File: config.mk
export PLATFORM = sky130hd
export DESIGN_NAME = div_seq_param
export DESIGN_NICKNAME = d
export VERILOG_FILES = /design/src/rtl/div_pkg.sv /design/src/rtl/div_seq_param_cond_negate.sv /design/src/rtl/div_seq_param.sv
export SDC_FILE = /design/constraint.sdc
export NUM_CORES = 1
export LEC_CHECK = 0
export ABC_AREA = 1
export BUFFER_PORTS_ARGS = -buffer_cell sky130_fd_sc_hd__buf_2
export CAP_MARGIN = 0
export CORE_MARGIN = 4
export CORE_UTILIZATION = 35
export CTS_CLUSTER_DIAMETER = 150
export DETAILED_ROUTE_END_ITERATION = 10
export SYNTH_ARGS = -nofsm -noshare
export SYNTH_HDL_FRONTEND = slang
export SYNTH_SLANG_ARGS = --single-unit
File: constraint.sdc
create_clock -name clock -period 4.17 [get_ports clock]
set_clock_uncertainty 0.15 [all_clocks]
set_input_delay 0.417 -clock clock [delete_from_list [all_inputs] [get_ports clock]]
set_output_delay 0.417 -clock clock [all_outputs]
set_load 0.005 [all_outputs]
File: src/rtl/div_pkg.sv
// Shared definitions for the sequential divider: FSM state type, default width, clog2 helper.
package div_pkg;

  typedef enum logic [1:0] {
    S_IDLE = 2'd0,
    S_RUN  = 2'd1,
    S_FIX  = 2'd2,
    S_DONE = 2'd3
  } div_state_e;

  localparam int DIV_WIDTH_DEFAULT = 32;

  function automatic int div_clog2(input int value);
    int result;
    result = 0;
    for (int v = value - 1; v > 0; v = v >> 1) begin
      result++;
    end
    return result;
  endfunction

endpackage

File: src/rtl/div_seq_param_cond_negate.sv
// cond_negate: combinational conditional two's-complement negation of a WIDTH-bit word.
module cond_negate
  import div_pkg::*;
#(
  parameter int WIDTH = DIV_WIDTH_DEFAULT
) (
  input  logic [WIDTH-1:0] i_val,
  input  logic             i_neg,
  output logic [WIDTH-1:0] o_val
);

  logic signed [WIDTH-1:0] w_val;

  assign w_val = i_val;
  assign o_val = i_neg ? -w_val : w_val;

endmodule

File: src/rtl/div_seq_param.sv
// div_seq_param: restoring divider, one quotient bit per clock, signed or unsigned per operation.
// Optional macro DIV_ZERO_FASTPATH_EN: a zero divisor skips the iteration phase entirely.
module div_seq_param
  import div_pkg::*;
#(
  parameter int WIDTH          = DIV_WIDTH_DEFAULT,
  parameter bit SIGNED_DEFAULT = 1'b1
) (
  input  logic             clock,
  input  logic             reset_n,
  input  logic             ctrl_DIV,
  input  logic             ctrl_signed,
  input  logic [WIDTH-1:0] data_operandA,
  input  logic [WIDTH-1:0] data_operandB,
  output logic [WIDTH-1:0] data_result,
  output logic [WIDTH-1:0] data_remainder,
  output logic             data_exception,
  output logic             data_resultRDY,
  output logic             busy
);

  localparam int CNT_W = div_clog2(WIDTH + 1);

  div_state_e         r_state;
  div_state_e         w_state_nxt;
  logic [CNT_W-1:0]   r_cnt;
  logic               r_signed;
  logic               r_b_msb;
  logic               r_b_zero;
  logic [WIDTH-1:0]   r_a;
  logic [WIDTH-1:0]   r_b_mag;
  logic [2*WIDTH-1:0] r_acc;

  logic               w_start;
  logic               w_last_step;
  logic               w_a_neg;
  logic               w_b_neg;
  logic               w_b_zero;
  logic [WIDTH-1:0]   w_a_mag;
  logic [WIDTH-1:0]   w_b_mag;
  logic [WIDTH:0]     w_trial;
  logic [2*WIDTH-1:0] w_acc_step;
  logic               w_q_neg;
  logic               w_r_neg;
  logic [WIDTH-1:0]   w_q_fix;
  logic [WIDTH-1:0]   w_r_fix;

  assign w_start     = reset_n && ctrl_DIV && (r_state == S_IDLE || r_state == S_DONE);
  assign w_last_step = (r_cnt == CNT_W'(WIDTH - 1));
  assign w_a_neg     = ctrl_signed & data_operandA[WIDTH-1];
  assign w_b_neg     = ctrl_signed & data_operandB[WIDTH-1];
  assign w_b_zero    = (data_operandB == '0);

  cond_negate #(.WIDTH(WIDTH)) u_mag_a (
    .i_val (data_operandA),
    .i_neg (w_a_neg),
    .o_val (w_a_mag)
  );

  cond_negate #(.WIDTH(WIDTH)) u_mag_b (
    .i_val (data_operandB),
    .i_neg (w_b_neg),
    .o_val (w_b_mag)
  );

  // Trial subtraction on the shifted upper half, keeping the bit shifted out as a carry
  assign w_trial = r_acc[2*WIDTH-1:WIDTH-1] - {1'b0, r_b_mag};

  always_comb begin
    if (!w_trial[WIDTH]) begin
      w_acc_step = {w_trial[WIDTH-1:0], r_acc[WIDTH-2:0], 1'b1};
    end else begin
      w_acc_step = {r_acc[2*WIDTH-2:0], 1'b0};
    end
  end

  assign w_q_neg = r_signed & (r_a[WIDTH-1] ^ r_b_msb);
  assign w_r_neg = r_signed & r_a[WIDTH-1];

  cond_negate #(.WIDTH(WIDTH)) u_fix_q (
    .i_val (r_acc[WIDTH-1:0]),
    .i_neg (w_q_neg),
    .o_val (w_q_fix)
  );

  cond_negate #(.WIDTH(WIDTH)) u_fix_r (
    .i_val (r_acc[2*WIDTH-1:WIDTH]),
    .i_neg (w_r_neg),
    .o_val (w_r_fix)
  );

  always_ff @(posedge clock) begin
    if (!reset_n) begin
      r_state <= S_IDLE;
    end else begin
      r_state <= w_state_nxt;
    end
  end

  always_comb begin
    w_state_nxt = r_state;
    case (r_state)
      S_IDLE, S_DONE: begin
        if (ctrl_DIV) begin
`ifdef DIV_ZERO_FASTPATH_EN
          w_state_nxt = w_b_zero ? S_FIX : S_RUN;
`else
          w_state_nxt = S_RUN;
`endif
        end else begin
          w_state_nxt = S_IDLE;
        end
      end
      S_RUN: begin
        if (w_last_step) begin
          w_state_nxt = S_FIX;
        end
      end
      S_FIX:   w_state_nxt = S_DONE;
      default: w_state_nxt = S_IDLE;
    endcase
  end

  always_comb begin
    busy           = (r_state == S_RUN) || (r_state == S_FIX);
    data_resultRDY = (r_state == S_DONE);
  end

  // Control and result registers; results change only in FIX so they hold until the next completion
  always_ff @(posedge clock) begin
    if (!reset_n) begin
      r_cnt          <= '0;
      r_signed       <= SIGNED_DEFAULT;
      data_result    <= '0;
      data_remainder <= '0;
      data_exception <= 1'b0;
    end else begin
      if (w_start) begin
        r_cnt    <= '0;
        r_signed <= ctrl_signed;
      end else if (r_state == S_RUN) begin
        r_cnt <= r_cnt + CNT_W'(1);
      end
      if (r_state == S_FIX) begin
        if (r_b_zero) begin
          data_result    <= '1;
          data_remainder <= r_a;
          data_exception <= 1'b1;
        end else begin
          data_result    <= w_q_fix;
          data_remainder <= w_r_fix;
          data_exception <= 1'b0;
        end
      end
    end
  end

  always_ff @(posedge clock) begin
    if (w_start) begin
      r_a      <= data_operandA;
      r_b_mag  <= w_b_mag;
      r_b_msb  <= data_operandB[WIDTH-1];
      r_b_zero <= w_b_zero;
      r_acc    <= {{WIDTH{1'b0}}, w_a_mag};
    end else if (r_state == S_RUN) begin
      r_acc <= w_acc_step;
    end
  end

endmodule

* Word level (Yosys, flattened, before mapping)
Index checks and enable logic that the tools add are counted.
Widths: inputs -> output; s select.
** Word-level totals
- Output and inout port bits :: 67
- Register bits after elaboration :: 204
- Logic and storage cells :: 51
- Input port bits :: 68
** Operators by class
- Bitwise operators :: 6
- Equal/unequal tests :: 5
- Reductions and logical operators :: 9
- $add $sub $neg :: 6
- Multiplexer cells :: 13
** Operators with widths (count)
- $mux 32 :: 8
- $neg 32->32 :: 4
- $mux 64 :: 1
- $sub 33x32->33 :: 1
- $logic_not 32->1 :: 1
- $add 6x1->6 const B :: 1
- $eq 6x5->1 const B :: 1
- $pmux 2 s3 :: 1
- $and 1x1->1 :: 4
- $eq 2x2->1 const B :: 2
- $reduce_or 2->1 :: 2
- $eq 2x1->1 const B :: 1
- $logic_and 1x1->1 :: 2
- $logic_not 2->1 :: 1
- $logic_or 1x1->1 :: 2
- $mux 1 :: 2
- $mux 2 :: 1
- $ne 2x2->1 const B :: 1
- $reduce_bool 2->1 :: 1
- $not 1->1 :: 1
- $xor 1x1->1 :: 1

* Logic depth before layout (Yosys ltp)
Gate-level depths: netlist of run 1.
- Word-level depth :: 4
- Depth in mapped cells :: 18
- Gate-level depth less buffers :: 17

* By module
From an unflattened synthesis of run 1, not the netlist that was laid out.
** Second synthesis, totals
- Cells, all modules :: 2376
- Area total of the unflattened synthesis :: 15113.2 µm²
** Modules (own cells, without submodules)
- div_seq_param :: cells an instance 1476, area each 10904.2 µm², seq. area each 5064.9 µm², instances 1
- cond_negate :: cells an instance 225, area each 1052.3 µm², seq. area each 0.0 µm², instances 4

* Least setup slack after synthesis of run 1
OpenSTA, ideal clock, no wires.
- Path type :: register to register
- Start :: register r_state[0]
- End :: register r_acc[20] (data pin)
- Buffers on the path :: 2
- Arrival time :: 3.321 ns
- Clock period less this slack :: 3.832 ns
- Stages on the path, launching flop included :: 8
- Data required time :: 3.659 ns
- Path slack :: 0.338 ns
- Setup time :: 0.361 ns
- Cell sequence :: dfxtp_1 -> inv_1 -> ha_1 -> nand2_1 -> nor2_1 -> clkbuf_1 -> clkbuf_1 -> o21ai_0
** Between the ends
- Longest elaborated chain between the ends :: 4
- Elaborated cells on any way between the ends :: 5
- Classes of those cells :: eq/ne (1); mux (1); reduce/logical (3)
** Ends and longest elaborated chain
- start: declaration :: RTL line div_seq_param.sv:24 : div_state_e r_state;
- start signal: assignment :: RTL line div_seq_param.sv:96 : r_state <= w_state_nxt;
- $eq 2x2->1 or $logic_not 2->1 (tied branches) :: RTL line div_seq_param.sv:48 : assign w_start = reset_n && ctrl_DIV && (r_state == S_IDLE || r_state == S_DONE);
- $logic_or 1x1->1 * :: RTL line div_seq_param.sv:48
- $logic_and 1x1->1 * :: RTL line div_seq_param.sv:48
- via w_start :: RTL line div_seq_param.sv:34 : logic w_start;
- $mux 32 * :: RTL line div_seq_param.sv:159 : if (w_start) begin
- end signal: assignment :: RTL line div_seq_param.sv:164 : r_acc <= {{WIDTH{1'b0}}, w_a_mag};
- end signal: assignment :: RTL line div_seq_param.sv:166 : r_acc <= w_acc_step;
- end: declaration :: RTL line div_seq_param.sv:32 : logic [2*WIDTH-1:0] r_acc;
Mark *: on every way through the listed nets, which the timed path passes. The rest lies on a longest branch.
A chain may end at the register's enable or synchronous reset.

* Worst setup path in the final report of run 1
- Start :: register r_acc[31]
- End :: register r_acc[0] (data pin)
** Between the ends
- Longest elaborated chain between the ends :: 4
** Ends and longest elaborated chain
- $sub 33x32->33 :: RTL line div_seq_param.sv:67 : assign w_trial = r_acc[2*WIDTH-1:WIDTH-1] - {1'b0, r_b_mag};
- $mux 64 :: RTL line div_seq_param.sv:70 : if (!w_trial[WIDTH]) begin
- $mux 32 :: RTL line div_seq_param.sv:165 : end else if (r_state == S_RUN) begin
- $mux 32 :: RTL line div_seq_param.sv:159
Every way passes these cells. The select of a mux whose other input is x is not followed.

==> impl_metrics.json, run 1 <==
{
  "status": "completed",
  "dpl_cell_area_um2": 15000,
  "design.die.area_um2": 42600,
  "hold_path_end": "r_a[18]",
  "final_util": 0.415,
  "worstMarginPinSlew_ps": 1050,
  "yosys_register_bits": 204,
  "wl_met3_um": 2700,
  "ys_types": 47,
  "ff2ff_path_depth": 15,
  "h-tree-depth": 1,
  "cts-root-buf": "clkbuf_16",
  "cts_buffer_depth": 3,
  "min_period_ps": 2830,
  "fill_cells": 4083,
  "rows": 72,
  "post-cts-setup-buffers": 0,
  "io_buffers": 134,
  "track_usage": 0.192,
  "gp_congestion": 0.923,
  "yosys_warnings": 0,
  "setup_viol": 0,
  "fin_area_um2": 16100,
  "slew_viol_final": 0,
  "grt_pass1_vias": 12600,
  "synth_common_cells": "nand2_1, inv_1, nand3_1",
  "max-vdd-ir-drop_v": 0.000302,
  "synth_ff_type": "dfxtp_1",
  "crit_slowest_cell": "fa_1",
  "synthXorXnorAreaFrac": 0.0369,
  "regToRegSetupSlack_ps": 1340,
  "io_pins": 135,
  "crit_arrival_ps": 2940,
  "path_cells": "inv_1 -> ha_1 -> fa_1 -> inv_1 -> nand3_1 -> nand2_1 -> nand2_1 -> nand2_2 -> nand2_1 -> nand2_2 -> nand2_4 -> nand2_4 -> nand2_2 -> nand2_4 -> o21ai_0",
  "leakage_uw": 0.00793,
  "place_hpwl_um": 32400,
  "clk_pin_slew_worst_paths_ps": 60,
  "nNetsFinal": 2321,
  "ys_seq_area_frac": 0.368,
  "wl_met2_um": 19400,
  "die_h_um": 206,
  "pwr_density_cell_nw_per_um2": 445,
  "core_area_um2": 38800,
  "die_w_um": 206,
  "timing.slew.headroom": 0.301,
  "critPathLaunchType": "flop",
  "clk_latency_ps": 540,
  "drt-met1-wl_um": 19100,
  "syn-num-nets": 2178,
  "ys_async_sr_fraction": 0,
  "crit_required_ps": 4280,
  "r2r_start": "r_acc[31]",
  "crit_path_max_fanout": 33,
  "wl_um": 41800,
  "dr.pass1.iters": 6,
  "max_freq_mhz": 353,
  "timing.final.crit_share": 0.679,
  "hold_path_depth": 1,
  "routedWlPerCell_um": 15.2,
  "cts_sinks": 204,
  "synth_fa_ha_area_frac": 0.0378,
  "highest_layer": "met4",
  "synth-edff-count": 98,
  "end_kind": "flop",
  "drive_above_1_share": 0.105,
  "hold_violations": 0,
  "path_class": "flop to flop",
  "synth-compound-area-share": 0.0961,
  "hp-start": "data_operandA[18]",
  "cap_violations": 0,
  "reg2reg_to": "r_acc[0]",
  "netlist_area_um2": 13800,
  "synth_mux_area_frac": 0,
  "detail_route.vias_per_cell": 4.98,
  "num_vias": 13700,
  "hold_path_class": "input pin to flop",
  "synth_area_per_cell_um2": 6.66,
  "yosys-top-cells-area": "edfxtp_1, nand2_1, dfxtp_1, inv_1, nand3_1",
  "synth_top_area_share": 0.214,
  "start_util": 0.355,
  "grt-ovfl-total": 0,
  "grt_pass1_wl_um": 66400,
  "drc": 0,
  "rsz0062_at_grt": "false",
  "drt_iter0_markers": 1176,
  "diodes": 0,
  "drtAntennaViolNets": 0,
  "area.growth.synth_to_final_pct": 16.8,
  "tns_ps": 0,
  "synth_top_family_by_area": "simple AND/OR/NAND/NOR gates",
  "cts_inserted_buffers": 25,
  "slowest_delay_ps": 400,
  "synthCells": 2069,
  "synth.most_common_cell": "nand2_1",
  "synth_simple_gate_area_frac": 0.351,
  "grt_max_degree": 95,
  "yosys.area.top_type": "edfxtp_1",
  "antenna_found_initial": 0,
  "cts_tree": "built"
}
[critical path: cells and delay by family, from the launching register on]
kind / cells / cell delay [ps]
AND/OR/NAND/NOR: 10 / 1110
buffers and inverters: 2 / 190
adder cells (fa/ha/maj): 2 / 620
flip-flops: 1 / 350
AO/OA/AOI/OAI: 1 / 130
[area by class of cell]
cell class	instances	area [um2]	area share
Sequential cell	204	5060	0.315
Inverter	336	1260	0.0784
Multi-Input combinational cell	1470	7210	0.448
Timing Repair Buffer	175	1070	0.0662
Clock inverter	18	205	0.0127
Tap cell	518	648	0.0403
Clock buffer	28	637	0.0396
[power by group]
part	switching, uW	leakage [uW]	total, uW	internal, uW
Sequential	229	0.00178	2760	2530
Clock	893	0.000414	2250	1350
Combinational	1470	0.00573	2160	690
Total	2600	0.00793	7170	4570
[registers in the layout, summed over array words and instances (netlist names)]
register / flops
data_exception: 1
data_remainder: 32
data_result: 32
r_a: 32
r_acc: 64
r_b_mag: 32
r_b_msb: 1
r_b_zero: 1
r_cnt: 6
r_signed: 1
r_state: 2
[logic make-up after synthesis]
group	count (synthesis)
AND/OR/NAND/NOR	1134
buffers and inverters	395
AO/OA/AOI/OAI	237
flip-flops	204
XOR/XNOR	58
adder cells (fa/ha/maj)	41
[layer usage]
metal | vias to the layer above | GRT usage
met5 | - | 0
met4 | 0 | 0.0359
met3 | 52 | 0.0218
met2 | 383 | 0.314
met1 | 6321 | 0.276
li1 | 6935 | -
[metrics by stage]
stage	total power (uW)	hold WS [ps]	cells	worst slack, ps
2_1_floorplan	4200	298	2069	338
3_3_place_gp	4890	310	2673	1410
3_5_place_dp	4930	313	2673	1360
4_1_cts	7220	9.51	2749	1350
5_1_grt	7650	15.4	2749	1120
6_report	7170	32.2	2749	1340
[cells in the final DEF (no fill, tap or decap), drive strengths merged, types with 30 or more instances in the layout]
cell type | netlist | final
a21oi | 65 | 65
buf | 13 | 145
ha | 40 | 40
o21ai | 109 | 109
nand2 | 651 | 651
inv | 332 | 334
xor2 | 35 | 35
dlygate4sd3 | 0 | 30
nand3 | 209 | 209
nor3 | 35 | 35
dfxtp | 106 | 106
edfxtp | 98 | 98
a31oi | 37 | 37
nor2 | 189 | 189
[how the worst max path moves through the flow]
stage	start	to	slack (ps)	cells past startpoint
2_1_floorplan	r_state[0]	r_acc[20]	340	7
3_3_place_gp	r_acc[31]	r_acc[0]	1410	15
4_1_cts	r_acc[31]	r_acc[0]	1350	15
5_1_grt	r_acc[31]	r_acc[33]	1120	17
3_5_place_dp	r_acc[31]	r_acc[0]	1360	15
6_report	r_acc[31]	r_acc[0]	1340	15
[repair_timing]
item                      CTS  global route
hold buffers               30             0
resized for setup           0             0
hold endpoints to repair   30             0
No activity file was read; power rests on OpenSTA's default activity.
==> run 2, diff against run 1 <==
Clock period 4.17 ns to 2.53 ns, I/O delays scaled along.
==> impl_metrics.json, run 2 (synthesis results as in run 1) <==
{
  "status": "completed",
  "end_kind": "flop",
  "crit_end": "r_acc[53]",
  "pwr_density_cell_nw_per_um2": 699,
  "drive_above_1_share": 0.155,
  "start_util": 0.355,
  "drt_iter0_markers": 1258,
  "crit_required_ps": 2850,
  "antenna_found_initial": 0,
  "largest_register": "r_acc",
  "hold_violations": 0,
  "cts-root-buf": "clkbuf_16",
  "grt-ovfl-total": 0,
  "h-tree-depth": 1,
  "cts_tree": "built",
  "largest_reg_flops": 64,
  "cts_buffer_depth": 3,
  "worstSetupStartpoint": "r_b_mag[0]",
  "timing.slew.headroom": 0.241,
  "clk_latency_ps": 550,
  "drtAntennaViolNets": 0,
  "worstMarginPinSlew_ps": 1120,
  "num_vias": 14200,
  "dpl_cell_area_um2": 15400,
  "r2r_start": "r_b_mag[0]",
  "die_h_um": 206,
  "rsz0062_at_grt": "true",
  "io_buffers": 134,
  "dpl.cell_count": 2727,
  "fin_area_um2": 17300,
  "cts_inserted_buffers": 26,
  "crit_path_max_fanout": 7,
  "hold-worst-slack_ps": 47.1,
  "ff2ff_path_depth": 17,
  "tns_ps": 0,
  "dr.pass1.iters": 6,
  "path_class": "flop to flop",
  "io_pins": 135,
  "final_util": 0.446,
  "routedWlPerCell_um": 15.8,
  "timing.final.crit_share": 0.975,
  "grt_pass1_wl_um": 69900,
  "critPathLaunchType": "flop",
  "cap_violations": 0,
  "place_hpwl_um": 33600,
  "detail_route.vias_per_cell": 4.98,
  "final_common_cell": "nand2_1",
  "leakage_uw": 0.00849,
  "hold_path_class": "input pin to flop",
  "min_period_ps": 2470,
  "die_w_um": 206,
  "gp_congestion": 0.932,
  "wl_um": 45100,
  "crit_arrival_ps": 2790,
  "grt_pass1_vias": 13100,
  "drc": 0,
  "reg2reg_to": "r_acc[53]",
  "grt_max_degree": 95,
  "rows": 72,
  "core_area_um2": 38800,
  "nNetsFinal": 2427,
  "design.die.area_um2": 42600,
  "regToRegSetupSlack_ps": 60,
  "final_cells": 2856,
  "area.growth.synth_to_final_pct": 25.8,
  "track_usage": 0.204,
  "max-vdd-ir-drop_v": 0.000545,
  "slew_viol_final": 0,
  "clk_pin_slew_worst_paths_ps": 60,
  "setup_viol": 0,
  "max_freq_mhz": 405,
  "diodes": 0,
  "cts_sinks": 204,
  "final_cell_mix": "nand2_1, inv_1, nand3_1"
}
run 2: repair_timing:
| action | 4_1_cts | 5_1_grt |
|---|---|---|
| setup endpoints to repair | 33 | 42 |
| pin swaps | 3 | 22 |
| hold endpoints to repair | 76 | 0 |
| gates cloned | 3 | 2 |
| hold buffers | 63 | 0 |
| gates resized for setup | 7 | 70 |
| buffers inserted | 2 | 11 |
run 2: worst max-delay path, stage by stage, from the launching register on:
cell      delay [ps]
edfxtp_1         420
ha_4             190
fa_2             350
inv_2             70
nand3_2           60
nand2_2           80
nand2_2           50
nand2_2           80
nand2_2           60
nand2_4           90
nand2_4           80
buf_4            140
nand3_4          110
buf_12           150
nand2_4           90
nand2_1           80
nand3_1           70
nand2_1           80
run 2: routing by layer:
| layer | global-route usage | share of wire | wire, um |
|---|---|---|---|
| met5 | 0 | 0 | 0 |
| met4 | 0.0613 | 0.031 | 1410 |
| met3 | 0.0290 | 0.069 | 3100 |
| met2 | 0.323 | 0.45 | 20200 |
| met1 | 0.288 | 0.45 | 20400 |
run 2: cell type report:
type	count	area, um2
clock inverter	13	98.8
sequential	204	5070
inverter	336	1260
timing repair buffer	275	1940
multi-input combinational	1475	7580
tap	518	648
fill	3906	21500
clock buffer	35	726
run 2: where the power goes:
group | leakage (uW) | internal, uW | switching (uW) | total (uW)
clock network | 0.000403 | 2110 | 1500 | 3610
logic | 0.00631 | 1380 | 2590 | 3970
registers | 0.00178 | 4170 | 376 | 4540
total | 0.00849 | 7660 | 4470 | 12100
run 2: worst min path at each step:
stage | startpoint | end | cells past startpoint
floorplan | data_operandA[0] | r_a[0] | 0
global placement | data_operandA[1] | r_a[1] | 1
detailed placement | data_operandA[1] | r_a[1] | 1
CTS | ctrl_signed | r_signed | 4
global route | ctrl_signed | r_signed | 4
finish | ctrl_signed | r_signed | 4
run 2: per-stage QoR:
stage,total power [uW],setup slack (ps)
after floorplan,6910,124
after global placement,8220,-92.6
after detailed placement,8290,-142
after CTS,12000,0.656
after global routing,12900,-36.4
final,12100,62.6
